===== src/rtl/aes_pkg.sv =====
// Shared AES datapath constants and the ShiftRows byte-index mapping used by the
// input register and the unload stage.
package aes_pkg;

  localparam int unsigned AES_BLOCK_W = 128;
  localparam int unsigned AES_BYTES   = 16;
  localparam int unsigned AES_NB      = 4;

  typedef enum logic [0:0] {
    StIdle,
    StSend
  } unload_state_e;

  function automatic logic [1:0] idx_row(input logic [3:0] j);
    return j[1:0];
  endfunction

  function automatic logic [1:0] idx_col(input logic [3:0] j);
    return j[3:2];
  endfunction

  // Natural byte j (row r, column k) lives at column (k - r) mod 4 of the permuted state.
  function automatic logic [3:0] inv_shift_idx(input logic [3:0] j);
    logic [1:0] w_r;
    logic [1:0] w_c;
    w_r = idx_row(j);
    w_c = idx_col(j) - w_r;
    return {w_c, w_r};
  endfunction

endpackage


===== src/rtl/aes_inv_shift_rows.sv =====
// Combinational inverse ShiftRows: maps a row-permuted AES state back to natural order.
module aes_inv_shift_rows
  import aes_pkg::*;
(
  input  logic [AES_BLOCK_W-1:0] i_state,
  output logic [AES_BLOCK_W-1:0] o_state
);

  for (genvar j = 0; j < AES_BYTES; j++) begin : g_byte
    localparam int unsigned Src = int'(inv_shift_idx(4'(j)));
    assign o_state[AES_BLOCK_W-1-8*j -: 8] = i_state[AES_BLOCK_W-1-8*Src -: 8];
  end

endmodule


===== src/rtl/aes_state_unload.sv =====
// AES output stage: un-permutes a captured state and streams it out byte by byte
// over a valid/ready handshake.
module aes_state_unload
  import aes_pkg::*;
#(
  parameter bit MSB_FIRST = 1'b1
) (
  input  logic                   clk,
  input  logic                   rst,
  input  logic                   valid_in,
  input  logic [AES_BLOCK_W-1:0] state_in,
  output logic                   in_ready,
  output logic [7:0]             dout,
  output logic                   dout_valid,
  output logic                   dout_last,
  input  logic                   dout_ready,
  output logic [AES_BLOCK_W-1:0] cipher_out
);

  unload_state_e          r_state;
  logic [3:0]             r_cnt;
  logic [AES_BLOCK_W-1:0] r_cipher;
  logic [7:0]             r_dout;
  logic                   r_dout_valid;
  logic                   r_dout_last;

  logic [AES_BLOCK_W-1:0] w_unperm;
  logic                   w_cnt_last;
  logic                   w_capture;

  aes_inv_shift_rows u_inv_shift_rows (
    .i_state (state_in),
    .o_state (w_unperm)
  );

  // Stream position idx maps to block byte idx (MSB first) or 15-idx; the bit offset
  // of block byte b is 8*(15-b), i.e. {~b, 3'b000}.
  function automatic logic [7:0] pick_byte(input logic [AES_BLOCK_W-1:0] blk,
                                           input logic [3:0] idx);
    logic [3:0] w_pos;
    w_pos = MSB_FIRST ? ~idx : idx;
    return blk[{w_pos, 3'b000} +: 8];
  endfunction

  assign w_cnt_last = (r_cnt == 4'd15);
  // Ready also at the final byte's handshake so a waiting block is taken with no bubble.
  assign in_ready   = (r_state == StIdle) || (w_cnt_last && dout_ready);
  assign w_capture  = valid_in && in_ready;

  always_ff @(posedge clk or negedge rst) begin
    if (!rst) begin
      r_state      <= StIdle;
      r_cnt        <= 4'd0;
      r_cipher     <= '0;
      r_dout       <= 8'd0;
      r_dout_valid <= 1'b0;
      r_dout_last  <= 1'b0;
    end else if (w_capture) begin
      r_state      <= StSend;
      r_cnt        <= 4'd0;
      r_cipher     <= w_unperm;
      r_dout       <= pick_byte(w_unperm, 4'd0);
      r_dout_valid <= 1'b1;
      r_dout_last  <= 1'b0;
    end else if (r_state == StSend && dout_ready) begin
      if (!w_cnt_last) begin
        r_cnt       <= r_cnt + 4'd1;
        r_dout      <= pick_byte(r_cipher, r_cnt + 4'd1);
        r_dout_last <= (r_cnt == 4'd14);
      end else begin
        r_state      <= StIdle;
        r_dout       <= 8'd0;
        r_dout_valid <= 1'b0;
        r_dout_last  <= 1'b0;
      end
    end
  end

  assign dout       = r_dout;
  assign dout_valid = r_dout_valid;
  assign dout_last  = r_dout_last;
  assign cipher_out = r_cipher;

endmodule

===== config.mk =====
export PLATFORM = sky130hd
export DESIGN_NAME = aes_state_unload
export DESIGN_NICKNAME = d
export VERILOG_FILES = /design/src/rtl/aes_pkg.sv /design/src/rtl/aes_inv_shift_rows.sv /design/src/rtl/aes_state_unload.sv
export SDC_FILE = /design/constraint.sdc
export NUM_CORES = 1
export LEC_CHECK = 0
export CORE_AREA = 2 2 133 135
export CTS_CLUSTER_DIAMETER = 80
export DETAILED_ROUTE_END_ITERATION = 7
export DIE_AREA = 0 0 135 137
export GPL_TIMING_DRIVEN = 0
export MAX_ROUTING_LAYER = met4
export PLACE_DENSITY_LB_ADDON = 0.05
export SLEW_MARGIN = 20
export SYNTH_ARGS = -nofsm -noshare
export SYNTH_HDL_FRONTEND = slang
export SYNTH_SLANG_ARGS = --single-unit

===== constraint.sdc =====
create_clock -name clk -period 8.3 [get_ports clk]
set_clock_uncertainty 0.2 [all_clocks]
set_input_delay 1.66 -clock clk [delete_from_list [all_inputs] [get_ports clk]]
set_output_delay 1.66 -clock clk [all_outputs]
set_load 0.05 [all_outputs]

-- Word-level counts from Yosys, hierarchy flattened
Cells that the tools add are included.
- shift-type cells: 1
- multiplexer cells: 12
- bitwise logic cells: 2
- add/sub/neg operators: 1
- reductions and logical operators: 8
- equal/unequal tests: 3
- operators by type and width (kind ; count):
    128-bit by 8-bit indexed part select with 8-bit output ; 1
    8-bit 2-to-1 mux ; 3
    4-bit 2-to-1 mux ; 3
    4-bit == test (second input constant) ; 2
    1-bit 2-to-1 mux ; 6
    4-bit by 1-bit adder with 4-bit output (second input constant) ; 1
    4-bit inverter ; 1
    2-bit AND reduction ; 2
    2-bit nonzero test ; 2
    1-bit logical AND ; 3
    2-bit by 1-bit inequality test with 1-bit output (second input constant) ; 1
    1-bit logical OR ; 1
    1-bit inverter ; 1
- bits in registers: 142
- input port bits: 132
- output and inout port bits: 139
- logic and storage cells: 32

-- Longest topological paths before layout
- depth in word-level cells: 6
- mapped depth: 11
- depth with buffers taken out: 6

-- Hierarchy
A second synthesis with hierarchy kept.
- cell total of the unflattened synthesis: 560
- area total of the unflattened synthesis: 7644.8 µm²
- by module, submodules not included (module ; times used ; seq. area each (µm²) ; area an instance (µm²) ; cells an instance):
    aes_state_unload ; 1 ; 3553.4 ; 6683.9 ; 432
    aes_inv_shift_rows ; 1 ; 0.0 ; 960.9 ; 128

-- Worst setup path after synthesis
Ideal clock, no wire load.
- path kind: in2out
- start point: input port dout_ready
- end point: output port in_ready
- data required time: 6.440 ns
- setup slack: 4.014 ns
- arrival time: 2.426 ns
- stages on the path: 3
- path buffers: 1
- cell sequence: clkbuf_1 nand4_1 nand2_1
- word-level cells in the longest chain between the ends: 2
- ends and longest elaborated chain (element ; line ; text):
    from (decl) ; aes_state_unload.sv:16 ; input logic dout_ready,
    1-bit logical AND ; aes_state_unload.sv:47 ; assign in_ready = (r_state == StIdle) || (w_cnt_last && dout_ready);
    1-bit logical OR ; aes_state_unload.sv:47 ;
    to (decl) ; aes_state_unload.sv:12 ; output logic in_ready,
Every way passes these cells.

-- Worst setup path in the final report
Ends and elaborated chain as after synthesis.

==> flow_summary.json <==
{
  "outcome": "finished clean",
  "detailedPlacementHpwl_mm": 15.39,
  "die_h_um": 137,
  "r2r_cells": 11,
  "layout_worst_path_cycle_share_pct": 59.83,
  "worstHoldStart": "dout[2]",
  "cts_sinks": 142,
  "drt_pre_antenna_iters": 4,
  "clockRootBuffer": "sky130_fd_sc_hd__clkbuf_16",
  "die-area_um2": 18500,
  "max_slew_margin_pct": 60.54,
  "min_to": "dout[2]",
  "maximum_number_of_pins_on_one_net_before_global_route_repair": 73,
  "setup_repair_after_global_routing_missed_its_margin": "no",
  "yosysWarningCount": 0,
  "timing_worst_slew_pin_value_ps": 590.1,
  "cp_slowest_cell": "sky130_fd_sc_hd__clkdlybuf4s50_1",
  "io_pins": 271,
  "worst_setup_hold_path_clk_slew_ps": 60,
  "postSynthRegisterBits": 142,
  "path_delay_family": "buffers and inverters",
  "post_cts_resized": 0,
  "netlist-cell-type-count": 35,
  "syn2layout_area_growth_pct": 53.73,
  "setup_ws_ps": 3334,
  "worst_ep_arrival_time_ps": 3110,
  "path_cells": "clkbuf_1 -> nand4_1 -> nand2_1 -> clkdlybuf4s50_1",
  "gr-total-overflow": 0,
  "floorplan.initialDensity_pct": 39.19,
  "post_cts_hold_buffer_count": 0,
  "port_buffers": 269,
  "hp-class": "reg -> reg",
  "synth.avg_cell_area_um2": 15.47,
  "final_antenna_net_count": 0,
  "routed_wirelength_mm": 20.99,
  "layout_commonest_cell": "sky130_fd_sc_hd__clkdlybuf4s50_1",
  "startpoint_of_the_most_critical_register_to_register_path": "r_cnt[0]",
  "h_tree_levels": 4,
  "whs_ps": 302.0,
  "vias_in_the_first_global_route": 5315,
  "timing.critical_path.from_type": "input port",
  "antenna_found_initial": 1,
  "drt-wirelength-per-cell_um": 21.86,
  "max_freq_mhz": 201.4,
  "critical_path.endpoint_type": "output pin",
  "wire_length_of_the_first_global_routing_pass_mm": 31.04,
  "synth-seq-area-share_pct": 53.16,
  "first_iter_violations": 177,
  "min_path_cells": 1,
  "rows": 48,
  "setup_violations": 0,
  "die_x_um": 135,
  "timing.final.crit_period_ps": 4966,
  "final_cell_mix": "sky130_fd_sc_hd__clkdlybuf4s50_1 (268), sky130_fd_sc_hd__dfrtp_1 (142), sky130_fd_sc_hd__mux2_2 (125)",
  "report.final.hold_viol_count": 0,
  "synth.cell_area_um2": 6684,
  "cts_inserted_buffers": 17,
  "coreArea_um2": 17060,
  "worst_setup_slack_before_clock_tree_synthesis_ps": 3345,
  "layout.nets": 855,
  "synthesis.instances": 432,
  "via_count": 4968,
  "cap_viol_max_count": 0,
  "critical_path_class": "in -> out",
  "drc": 0,
  "post_cts.repair.setup_buffers": 0,
  "critPathRequiredTime_ps": 6440,
  "multi_input_area_um2": 2900,
  "critical_path.max_stage_delay_ps": 820,
  "tritoncts": "yes",
  "clock_insertion_delay_worst_skew_ps": 420,
  "max-clock-path-buffers": 2,
  "worst-path-buf-inv": 2,
  "gp_congestion": 0.8349,
  "regToRegSetupSlack_ps": 5160,
  "drive_gt1_share_pct": 27.52,
  "synth_nets": 566,
  "timing.critical_path.fanout_max": 10,
  "grt.total_usage_pct": 23.73,
  "finalMaxSlewViolations": 0,
  "n_fill_cell": 1366,
  "r2r_end": "dout[6]",
  "register_area_um2": 3553,
  "drt-vias-per-instance": 5.175
}
[through the flow]
stage | util (%) | setup TNS (ps) | std cells | instance area [µm²]
floorplan | - | 0 | 432 | 6684
global placement | 56.62 | -55630 | 926 | 9658
global route | 60.24 | 0 | 960 | 10270
detailed placement | 56.81 | 0 | 927 | 9691
finish | 60.24 | 0 | 960 | 10270
CTS | 60.23 | 0 | 959 | 10270
[logic make-up after synthesis]
logic type	after synthesis	synth area share [%]
multiplexers	192	36.26
XOR/XNOR	3	0.8987
AO/OA/AOI/OAI	28	3.388
flip-flops	142	53.16
AND/OR/NAND/NOR	32	2.471
adder cells (fa/ha/maj)	2	0.3743
buffers and inverters	33	3.444
[metal layers]
layer,vias to the layer above,part of all wire (%),track usage (%)
met5,-,0,-
met4,0,1.9,7.928
met3,28,6.4,6.148
met2,196,50,37.96
met1,2529,42,29.60
li1,2215,-,-
[worst max-delay path by stage]
stage,startpoint,slack [ps],endpoint,depth (start not counted)
global placement,rst,-400,cipher_out[68],1
floorplan,dout_ready,4010,in_ready,3
finish,dout_ready,3330,in_ready,4
global route,dout_ready,3270,in_ready,4
detailed placement,dout_ready,3350,in_ready,4
CTS,dout_ready,3350,in_ready,4
[Yosys cell counts, drive strengths merged]
cell type	number	share of area (%)
dfrtp	142	53
mux2	128	22
mux2i	40	6.0
buf	28	3.2
mux4	24	8.7
nor3	16	1.2
a21o	9	1.0
o32a	8	1.2
nand2	6	0.34
a22o	3	0.39
inv	3	0.17
nand3	3	0.30
o21ai	3	0.22
clkbuf	2	0.11
ha	2	0.37
nand2b	2	0.19
nand4	2	0.19
xnor2	2	0.66
a21boi	1	0.11
a21oi	1	0.075
a32o	1	0.15
and2	1	0.094
nand3b	1	0.11
nor2	1	0.056
o2111ai	1	0.13
o22ai	1	0.094
xor2	1	0.24
[state kept, by name (all words and copies together) (netlist names)]
name / flops
cipher_out: 128
dout: 8
r_cnt: 4
dout_last: 1
dout_valid: 1
[final cells by class]
type / instances / share of cell area, %
Antenna cell: 1 / 0.02435
Buffer: 30 / 2.131
Clock buffer: 19 / 4.311
Clock inverter: 13 / 1.352
Inverter: 3 / 0.1096
Multi-Input combinational cell: 257 / 28.23
Sequential cell: 142 / 34.58
Tap cell: 225 / 2.740
Timing Repair Buffer: 270 / 26.52
Power is left out: the tool's default activity adds up to more than one toggle a clock period on the data nets, which glitch-free logic cannot reach.
